## src/rtl/shift_divider_if.sv

```systemverilog
// Start/busy/done handshake and operand/result bus for shift_divider.
interface shift_divider_if #(
    parameter int unsigned m = 4,
    parameter int unsigned n = 4
);
    logic             start;
    logic [m+n-1:0]   A;
    logic [n-1:0]     B;
    logic             busy;
    logic             done;
    logic [m+n-1:0]   Q;
    logic [n-1:0]     R;
    logic             dz;

    modport master (output start, A, B, input busy, done, Q, R, dz);
    modport slave  (input start, A, B, output busy, done, Q, R, dz);
endinterface

```

## src/rtl/shift_divider.sv

```systemverilog
// Restoring shift-subtract divider, one quotient bit per clock, start/busy/done handshake.
// Optional macro SHIFT_DIV_BYPASS_EN: A < B finishes in one cycle without iterating.
module shift_divider #(
    parameter int unsigned m = 4,
    parameter int unsigned n = 4
) (
    input logic clk,
    input logic rst,
    shift_divider_if.slave bus
);
    localparam int unsigned W    = m + n;
    localparam int unsigned CntW = $clog2(W + 1);
    localparam logic [CntW-1:0] LastCnt = CntW'(W - 1);

    typedef enum logic [1:0] {StIdle, StBusy, StDone} state_e;

    state_e          state_q, state_d;
    logic [n:0]      rem_q, rem_d;
    logic [W-1:0]    dvd_q, dvd_d;
    logic [n-1:0]    div_q, div_d;
    logic [CntW-1:0] cnt_q, cnt_d;
    logic [W-1:0]    q_q, q_d;
    logic [n-1:0]    r_q, r_d;
    logic            dz_q, dz_d;

    logic [n:0] shifted;
    logic [n:0] diff;
    logic       ge;

    // Dividend register doubles as the quotient: its MSB leaves into rem, the new bit enters the LSB.
    assign shifted = (rem_q << 1) | {{n{1'b0}}, dvd_q[W-1]};
    assign ge      = shifted >= {1'b0, div_q};
    assign diff    = shifted - {1'b0, div_q};

    always_comb begin
        state_d = state_q;
        rem_d   = rem_q;
        dvd_d   = dvd_q;
        div_d   = div_q;
        cnt_d   = cnt_q;
        q_d     = q_q;
        r_d     = r_q;
        dz_d    = dz_q;
        case (state_q)
            StIdle, StDone: begin
                state_d = StIdle;
                if (bus.start) begin
                    dvd_d = bus.A;
                    div_d = bus.B;
                    rem_d = '0;
                    cnt_d = '0;
                    if (bus.B == '0) begin
                        state_d = StDone;
                        q_d     = '1;
                        r_d     = bus.A[n-1:0];
                        dz_d    = 1'b1;
                    end
`ifdef SHIFT_DIV_BYPASS_EN
                    else if (bus.A < W'(bus.B)) begin
                        state_d = StDone;
                        q_d     = '0;
                        r_d     = bus.A[n-1:0];
                        dz_d    = 1'b0;
                    end
`endif
                    else begin
                        state_d = StBusy;
                    end
                end
            end
            StBusy: begin
                rem_d = ge ? diff : shifted;
                dvd_d = {dvd_q[W-2:0], ge};
                cnt_d = cnt_q + CntW'(1);
                if (cnt_q == LastCnt) begin
                    state_d = StDone;
                    q_d     = {dvd_q[W-2:0], ge};
                    r_d     = rem_d[n-1:0];
                    dz_d    = 1'b0;
                end
            end
            default: state_d = StIdle;
        endcase
    end

    always_ff @(posedge clk or posedge rst) begin
        if (rst) begin
            state_q <= StIdle;
            rem_q   <= '0;
            dvd_q   <= '0;
            div_q   <= '0;
            cnt_q   <= '0;
            q_q     <= '0;
            r_q     <= '0;
            dz_q    <= 1'b0;
        end else begin
            state_q <= state_d;
            rem_q   <= rem_d;
            dvd_q   <= dvd_d;
            div_q   <= div_d;
            cnt_q   <= cnt_d;
            q_q     <= q_d;
            r_q     <= r_d;
            dz_q    <= dz_d;
        end
    end

    assign bus.busy = (state_q == StBusy);
    assign bus.done = (state_q == StDone);
    assign bus.Q    = q_q;
    assign bus.R    = r_q;
    assign bus.dz   = dz_q;
endmodule

```

## src/flat_wrapper.sv

```systemverilog
// flat-port wrapper written by rule: the top's interface ports become plain ports
module shift_divider_flat 
#(
    parameter int unsigned m = 4,
    parameter int unsigned n = 4
)
  (clk, rst, bus_start, bus_A, bus_B, bus_busy, bus_done, bus_Q, bus_R, bus_dz);
  shift_divider_if #(.m(m), .n(n)) bus_i ();
  input logic clk;
  input logic rst;
  input wire logic [$bits(bus_i.start)-1:0] bus_start;
  input wire logic [$bits(bus_i.A)-1:0] bus_A;
  input wire logic [$bits(bus_i.B)-1:0] bus_B;
  output wire logic [$bits(bus_i.busy)-1:0] bus_busy;
  output wire logic [$bits(bus_i.done)-1:0] bus_done;
  output wire logic [$bits(bus_i.Q)-1:0] bus_Q;
  output wire logic [$bits(bus_i.R)-1:0] bus_R;
  output wire logic [$bits(bus_i.dz)-1:0] bus_dz;
  assign bus_i.start = bus_start;
  assign bus_i.A = bus_A;
  assign bus_i.B = bus_B;
  assign bus_busy = bus_i.busy;
  assign bus_done = bus_i.done;
  assign bus_Q = bus_i.Q;
  assign bus_R = bus_i.R;
  assign bus_dz = bus_i.dz;
  shift_divider #(.m(m), .n(n)) u_core (.clk(clk), .rst(rst), .bus(bus_i));
endmodule
```

## config.mk

```make
export PLATFORM = sky130hd
export DESIGN_NAME = shift_divider_flat
export DESIGN_NICKNAME = d
export VERILOG_FILES = /design/src/rtl/shift_divider_if.sv /design/src/rtl/shift_divider.sv /design/src/flat_wrapper.sv
export SDC_FILE = /design/constraint.sdc
export NUM_CORES = 1
export LEC_CHECK = 0
export BUFFER_PORTS_ARGS = -buffer_cell sky130_fd_sc_hd__clkbuf_2
export CORE_MARGIN = 3
export CORE_UTILIZATION = 25
export DETAILED_ROUTE_END_ITERATION = 7
export PLACE_DENSITY = 0.44
export SETUP_SLACK_MARGIN = 0.1
export SLEW_MARGIN = 20
export SYNTH_ARGS = -nofsm -noshare
export SYNTH_HDL_FRONTEND = slang
export SYNTH_SLANG_ARGS = --single-unit
export TNS_END_PERCENT = 5
```

## constraint.sdc

```tcl
create_clock -name clk -period 4.6 [get_ports clk]
set_clock_uncertainty 0.1 [all_clocks]
set_input_delay 0.46 -clock clk [delete_from_list [all_inputs] [get_ports clk]]
set_output_delay 0.46 -clock clk [all_outputs]
set_load 0.005 [all_outputs]
```

==> metrics.txt, run 1 <==
Rows 29; Cell variety after synth 37; CP cell instances nand2b_1, inv_2, clkbuf_2; fin crit period 2330 ps; Die Footprint 0.00775 mm²; P_leak between 0.9 and 1 nW; Required @ worst endpoint a little over 4000 ps; synth warn 0; First-pass DRT Iterations 4; cts hold-fix bufs 0; CTS H-tree lvls 2; post-CTS setup buffers 0; worst slew pin tran between 800 and 900 ps; Seq/Total Area, Yosys 52.1%; CP Class reg2out; Fin. Hold Viols 0; Post-Syn Instances 178; Inst Count DP ~280; Seq cells post-synth 35; Core ar. 0.00642 mm²; vias in the first global route 1,325; Sequential Power Share between 30% and 40%; Crit path max-delay family buffers and inverters; Post-synth EDFFs 0; Highest Clock Rate roughly 430 MHz; Placed Area 0.00189 mm²; Worst path slowest cell nand2b_1; total CTS buffers 5; Total GRT Usage 10.9%; Die Y ~88 µm; Main synth FF type dfrtp_1; average size of a mapped cell about 9.4 µm²; worst-skew pair later-pin latency about 290 ps; clock power share around 15%; PwrDens ~750 mW/mm²; die span in x 88.0 µm; detailed-route wire length per cell 13.3 µm; residual DRC count 0; clock-pin slew on the worst setup and hold paths around 90 ps; Slew Limit Fails 0; Post-DRT Antenna Nets 0; clock sinks 35; status complete, no violations; input/output buffers 29; gpl congestion 0.748; CP Capture Type output port; Via Count about 1,300; final setup margin 2270 ps; final period utilization approximately half; dpl hpwl around 2.7 mm; initial detailed-routing violation count 33; final wirelength approximately 3.8 mm; Nets 229; Place WS around 2400 ps; GR Overflow Total 0; TritonCTS clock tree done; Worst path max stage delay a little over 500 ps; CTS root buf clkbuf_8; vias per cell approximately 4.5; IO Pins 30; WP data arrival about 1800 ps; Pwr Total approximately 1.5 mW; cell area after layout roughly 0.002 mm²; VDD IR max between 0.2 and 0.25 mV; Starting Density between 20% and 30%; initial antenna violation count 0; clock buffer depth 2; Comb power frac about half; Final Util 30.9%; Hold Slack ~140 ps; layout cells sized above 1 23.0%; CTS resizes 0; startpoint types flop; crit-path max FO 23; Max Cap Viol 0; Synth Cell Area ~0.0017 mm²; Hold/Removal Path Class in2async; RSZ-0062 raised after global routing false; final setup fails 0; first-pass GRT wire length about 6.4 mm; share of synthesized registers carrying an async set or reset 100%; Psw between 0.6 and 0.7 mW; Max-slew headroom between 40% and 50%; R2R setup slack between 2000 and 2500 ps; Pint 0.880 mW; area grow syn2layout 18.1%; setup TNS 0 ps; largest net degree at the start of global routing 36; WP buf/inv 2; Mapped Nets a little under 200; # diodes 0; Sw Ratio 41.2%; Final Non-Filler Cells ~290
-- cells by family (layout without fill, tap and decap cells) --
kind of cell             Yosys count  in the layout  share of synthesized area, %
AND/OR/NAND/NOR                   79             79                          21.4
AO/OA/AOI/OAI                     38             38                          14.2
flip-flops                        35             35                          52.1
buffers and inverters             16             47                          4.54
adder cells (fa/ha/maj)            6              6                          4.91
XOR/XNOR                           2              2                          1.04
multiplexers                       2              2                          1.79
-- per-layer routing --
metal	vias to the layer above	track usage [%]	wire length, µm
li1	661	-	-
met1	607	14.1	1800
met2	23	16.9	1780
met3	6	3.39	174
met4	0	4.81	66
met5	-	0	0
-- cells in the mapped netlist, types with 2 or more instances --
library cell	instances	area (µm²)
nand2_1	40	150
nand4_1	2	12.5
buf_4	2	15.0
o21ai_0	9	45.0
xor2_1	2	17.5
a21oi_1	9	45.0
ha_1	5	62.6
nand2b_1	2	12.5
a31oi_1	10	62.6
dfrtp_1	35	876
nor2b_1	2	12.5
nand3_1	3	15.0
mux2_4	2	30.0
inv_1	7	26.3
a22o_1	2	17.5
clkbuf_1	4	15.0
nor2_1	22	82.6
-- worst register-to-register path: cells and delay by family (launching register included) --
kind / cells / cell delay [ps]
flip-flops: 1 / 370
AND/OR/NAND/NOR: 3 / 930
buffers and inverters: 1 / 410
AO/OA/AOI/OAI: 2 / 320
-- power groups by stage --
stage	clock network [mW]	registers, mW	logic [mW]
2_1_floorplan	0	0.527	0.556
3_3_place_gp	0	0.545	0.738
3_5_place_dp	0	0.544	0.737
4_1_cts	0.243	0.539	0.743
5_1_grt	0.256	0.559	0.831
6_report	0.231	0.537	0.729
-- sequential cells by signal (all words and copies together), names as in the netlist --
| signal | flops |
|---|---|
| u_core.div_q | 4 |
| u_core.rem_q | 4 |
| u_core.bus.R | 4 |
| u_core.state_q | 2 |
| u_core.bus.dz | 1 |
| u_core.cnt_q | 4 |
| u_core.dvd_q | 8 |
| u_core.bus.Q | 8 |
-- area by class of cell --
cell class,instances,area (µm²)
Sequential cell,35,876
Multi-Input combinational cell,127,729
Inverter,8,30.0
Fill cell,678,4440
Tap cell,77,96.3
Timing Repair Buffer,31,160
Clock inverter,3,25.0
Clock buffer,5,68.8
-- layout by cell type, fill, tap and decap left out, types with 2 or more instances in the layout --
cell | synthesis | routed
nand3_1 | 3 | 3
dfrtp_1 | 35 | 35
clkinv_4 | 0 | 2
nand2_1 | 40 | 40
nand4_1 | 2 | 2
mux2_4 | 2 | 2
clkbuf_8 | 0 | 5
a31oi_1 | 10 | 10
nor2b_1 | 2 | 2
nor2_1 | 22 | 22
nand2b_1 | 2 | 2
o21ai_0 | 9 | 9
inv_1 | 7 | 7
a22o_1 | 2 | 2
buf_4 | 2 | 2
xor2_1 | 2 | 2
clkbuf_2 | 0 | 29
a21oi_1 | 9 | 9
ha_1 | 5 | 5
-- path summary, 6_finish.rpt --
| check | to | depth (start not counted) | from |
|---|---|---|---|
| setup / recovery | bus_busy | 3 | u_core.state_q[1] |
| hold / removal | u_core.state_q[0] | 3 | rst |
| setup reg to reg | u_core.bus.R[3] | 6 | u_core.state_q[1] |
| hold reg to reg | u_core.cnt_q[3] | 1 | u_core.cnt_q[3] |
| max in group asynchronous | u_core.rem_q[3] | 3 | rst |
| min in group clk | u_core.dvd_q[6] | 3 | bus_A[6] |
Power figures use the tool's default switching activity.
==> inputs of run 2 (changes only) <==
--- a/config.mk
+++ b/config.mk
@@ -9,7 +9,7 @@
 export CORE_MARGIN = 3
 export CORE_UTILIZATION = 25
 export DETAILED_ROUTE_END_ITERATION = 7
-export PLACE_DENSITY = 0.44
+export PLACE_DENSITY = 0.45
 export SETUP_SLACK_MARGIN = 0.1
 export SLEW_MARGIN = 20
 export SYNTH_ARGS = -nofsm -noshare
==> constraint.sdc (replaced) <==
create_clock -name clk -period 1.9 [get_ports clk]
set_clock_uncertainty 0.1 [all_clocks]
set_input_delay 0.19 -clock clk [delete_from_list [all_inputs] [get_ports clk]]
set_output_delay 0.19 -clock clk [all_outputs]
set_load 0.005 [all_outputs]
==> metrics.txt, run 2 (same netlist as run 1, synthesis figures left out) <==
reg2reg start u_core.dvd_q[7]; Hold/Removal Path Class in2reg; Nets 240; clock sinks 35; initial antenna violation count 0; detailed-route wire length per cell 13.5 µm; CTS H-tree lvls 2; Die Footprint approximately 0.0077 mm²; Inst Count DP approximately 290; Slew Limit Fails 0; Required @ worst endpoint roughly 2000 ps; largest net degree at the start of global routing 36; startpoint types flop; gpl congestion 0.766; clock buffer depth 2; final period utilization slightly below 100%; First-pass DRT Iterations 4; most frequent cells in the layout nand2_1, dfrtp_1, clkbuf_2, nor2_1, buf_4; hold_sp bus_B[0]; Rows 29; CP Class reg2reg; dpl hpwl roughly 2.9 mm; critical path launch point u_core.dvd_q[7]; Core ar. ~0.0064 mm²; clock-pin slew on the worst setup and hold paths 70 ps; Total GRT Usage a little under an eighth; CTS root buf clkbuf_8; input/output buffers 29; hold path cells 3; Max-slew headroom between 60% and 70%; IO Pins 30; cell area after layout roughly 0.0021 mm²; Placed Area between 0.0015 and 0.002 mm²; layout cells sized above 1 30.0%; initial detailed-routing violation count 77; residual DRC count 0; # diodes 0; area grow syn2layout 25.2%; WP data arrival 1950 ps; die span in x between 80 and 90 µm; crit-path max FO 2; worst-skew pair later-pin latency approximately 280 ps; GR Overflow Total 0; VDD IR max approximately 0.54 mV; Max Cap Viol 0; P_leak around 0.97 nW; worst slew pin tran around 550 ps; Die Y 88.0 µm; Final Non-Filler Cells 297; vias in the first global route approximately 1,400; Starting Density a little over a quarter; Highest Clock Rate roughly 540 MHz; Via Count 1,329; TritonCTS clock tree done; total CTS buffers 5; first-pass GRT wire length 6.79 mm; leading cell type in the layout, fill and taps excluded nand2_1; CP Capture Type flop; Worst Reg-to-Reg Cells 7; status complete, no violations; final setup fails 0; final wirelength approximately 4 mm; RSZ-0062 raised after global routing true; PwrDens ~1900 mW/mm²; Post-DRT Antenna Nets 0; fin crit period 1840 ps; vias per cell 4.47; Fin. Hold Viols 0
run 2: layout make-up:
cell class	instances	area, µm²
Tap cell	77	96.3
Multi-Input combinational cell	127	773
Clock buffer	6	72.6
Clock inverter	2	12.5
Timing Repair Buffer	42	245
Sequential cell	35	876
Inverter	8	30.0
Fill cell	704	4320
run 2: path summary, 6_finish.rpt:
kind	to	slack (ps)
max	u_core.bus.R[1]	60
min	u_core.div_q[0]	30
max reg2reg	u_core.bus.R[1]	60
min reg2reg	u_core.cnt_q[3]	380
max in group asynchronous	u_core.rem_q[1]	920
min in group asynchronous	u_core.bus.Q[0]	430
run 2: report_power, final:
group | leakage (nW) | switching [mW] | internal [mW]
Sequential | 0.396 | 0.194 | 1.09
Clock | 0.0412 | 0.275 | 0.256
Combinational | 0.530 | 1.10 | 1.02
run 2: timing repair:
action                                  CTS  global route
cloned                                    0             0
pin swaps                                 0             4
hold endpoints to repair                 35             0
resized for setup                         3             8
buffers inserted                          1             0
hold buffers                              1             0
endpoints found under the setup margin    4             9
run 2: per-stage QoR:
step                      util, %  power [mW]  hold WS, ps  TNS [ps]  worst slack, ps
final                        32.8        3.93         29.8         0             61.1
after global routing         32.8        4.34         46.3     -26.7            -26.7
after CTS                    32.6        3.97         24.7         0             42.1
after detailed placement     30.7        3.30          212     -6.66            -4.43
after global placement       30.7        3.32          212         0             1.17
after floorplan                 -        2.67          195         0              106
run 2: per-layer routing:
| layer | vias up | routed length (µm) | global-route usage, % |
|---|---|---|---|
| met3 | 3 | 130 | 2.82 |
| met1 | 623 | 1960 | 15.4 |
| met4 | 0 | 21 | 3.71 |
| met5 | - | 0 | 0 |
| met2 | 20 | 1890 | 18.5 |
| li1 | 683 | - | - |
run 2: worst max-delay path: stages (launching register included):
cell and delay (ps):
dfrtp_1 380, inv_1 60, ha_2 170, inv_2 50
fa_2 520, nand2_1 50, mux2_4 270, a31oi_1 160
==> inputs of run 3 (changes only) <==
--- a/config.mk
+++ b/config.mk
@@ -5,12 +5,13 @@
 export SDC_FILE = /design/constraint.sdc
 export NUM_CORES = 1
 export LEC_CHECK = 0
+export ABC_AREA = 1
 export BUFFER_PORTS_ARGS = -buffer_cell sky130_fd_sc_hd__clkbuf_2
 export CORE_MARGIN = 3
 export CORE_UTILIZATION = 25
 export DETAILED_ROUTE_END_ITERATION = 7
 export PLACE_DENSITY = 0.45
-export SETUP_SLACK_MARGIN = 0.1
+export SETUP_SLACK_MARGIN = 0.2
 export SLEW_MARGIN = 20
 export SYNTH_ARGS = -nofsm -noshare
 export SYNTH_HDL_FRONTEND = slang
==> metrics.txt, run 3 <==
status complete, no violations; Pwr Total approximately 4.6 mW; Synth Cell Area 0.00175 mm²; TritonCTS clock tree done; share of synthesized registers carrying an async set or reset 100%; clock buffer depth 2; Post-Syn Instances about 210; RSZ-0062 raised after global routing true; residual DRC count 0; Post-DRT Antenna Nets 0; Required @ worst endpoint between 1500 and 2000 ps; dpl hpwl slightly above 3 mm; startpoint types flop; area grow syn2layout 33.1%; most common cell in the netlist nand2_1; top cell type's share of synthesized area 50.1%; met3 Usage GRT about 3.2%; gpl congestion 0.742; Nets 277; Sw Ratio a little over two fifths; Seq cells post-synth 35; initial antenna violation count 0; Sequential Power Share a little under a third; Core ar. approximately 0.0066 mm²; Total GRT Usage about an eighth; vias per cell 4.44; total CTS buffers 5; Main synth FF type dfrtp_1; leading area contributor after synthesis dfrtp_1; Post-synth EDFFs 0; met1 Use GR between 15 and 20%; CP Capture Type output port; CP Class reg2out; Pint about 2.6 mW; Via Count between 1,500 and 2,000; fin crit period ~1700 ps; Highest Clock Rate 601 MHz; Worst Reg-to-Reg Cells 9; CTS H-tree lvls 2; grt met2 use 18.5%; detailed-route wire length per cell 12.6 µm; GR Overflow Total 0; Mapped Nets 230; clock-pin slew on the worst setup and hold paths approximately 70 ps; die span in x approximately 90 µm; Cell variety after synth 26; # diodes 0; worst slew pin tran approximately 470 ps; setup TNS 0 ps; input/output buffers 29; Fillers around 700; IO Pins 30; initial detailed-routing violation count 96; largest net degree at the start of global routing 36; clock sinks 35; Comb power frac 54.9%; PwrDens 1980 mW/mm²; leading cell type in the layout, fill and taps excluded nand2_1; clock power share 15.1%; Rows 29; layout cells sized above 1 a little under a third; most frequent cells in the layout nand2_1, dfrtp_1, clkbuf_2, inv_1, o21ai_0; Max-slew headroom between 60% and 70%; Starting Density about a quarter; average size of a mapped cell approximately 8.4 µm²; Seq/Total Area, Yosys between 50 and 60%; Die Footprint approximately 0.0080 mm²; top cells by count, synth nand2_1, dfrtp_1, inv_1; Synth area leaders dfrtp_1, nand2_1, inv_1; final wirelength approximately 4.4 mm; Psw between 1.5 and 2 mW; WP data arrival approximately 1400 ps; hold path cells 3; register area 877 µm²; final setup fails 0; most used routing layer met2; VDD IR max slightly above 0.8 mV; first-pass GRT wire length between 7 and 8 mm; worst-skew pair later-pin latency around 290 ps; CTS root buf clkbuf_8; crit-path max FO 22; multi-input logic area ~830 µm²; final period utilization a little under 90%; First-pass DRT Iterations 4; synth warn 0; Fin. Hold Viols 0; vias in the first global route roughly 1,500; Slew Limit Fails 0; P_leak 1.18 nW; Die Y ~90 µm; Hold/Removal Path Class in2reg; Max Cap Viol 0
==> run 3: cells by family after synthesis <==
| kind of cell | share of synthesized area [%] |
|---|---|
| xor+xnor | 0.502 |
| fa+ha+maj | 4.73 |
| compound gates | 10.0 |
| flops | 50.1 |
| buf+inv | 8.09 |
| simple gates | 26.5 |
==> run 3: area by class of cell <==
type	count	area share, %
Multi-Input combinational cell	142	35.8
Tap cell	93	5.01
Timing Repair Buffer	45	11.7
Clock buffer	6	3.55
Inverter	27	4.68
Sequential cell	35	37.7
Clock inverter	2	1.51
==> run 3: metrics by stage <==
stage          instance area [µm²]  setup WS (ps)  hold WS [ps]  cells  util, %
6_report                      2320            237          35.2    350     35.4
5_1_grt                       2320            143          46.2    350     35.4
4_1_cts                       2170            199          28.3    340     33.0
3_5_place_dp                  2010            122           211    330     30.7
3_3_place_gp                  2010            159           208    330     30.7
2_1_floorplan                 1750            247           200    209        -
==> run 3: final timing paths <==
kind	end	slack, ps	from
setup / recovery	bus_busy	240	u_core.state_q[1]
hold / removal	u_core.div_q[0]	40	bus_B[0]
hold reg to reg	u_core.bus.Q[4]	390	u_core.bus.Q[4]
min in group asynchronous	u_core.state_q[1]	430	rst
max in group asynchronous	u_core.rem_q[0]	920	rst
setup reg to reg	u_core.bus.R[2]	250	u_core.dvd_q[7]
==> run 3: critical path, stage by stage (launching register included) <==
cell and delay, ps:
dfrtp_1 450, nor2_8 180, buf_4 290, clkbuf_2 160
==> run 3: power by group through the flow <==
stage	Sequential, mW	Clock [mW]	Combinational, mW
after floorplan	1.33	0	1.47
after global placement	1.36	0	2.08
after detailed placement	1.37	0	2.08
after CTS	1.36	0.723	2.16
after global routing	1.42	0.745	2.90
final	1.38	0.695	2.53
==> run 3: timing repair <==
| item | CTS | global route |
|---|---|---|
| setup buffers | 1 | 9 |
| hold buffers | 1 | 0 |
| gates resized for setup | 3 | 19 |
| endpoints found under the hold margin | 35 | 0 |
| pin swaps | 2 | 9 |
| gates cloned | 0 | 1 |
| setup endpoints to repair | 6 | 15 |
==> run 3: layer usage <==
metal  vias to the layer above  routed length (µm)
met5                         -                   0
met4                         0                  34
met3                         4                 230
met2                        34                2140
met1                       754                2020
li1                        762                   -
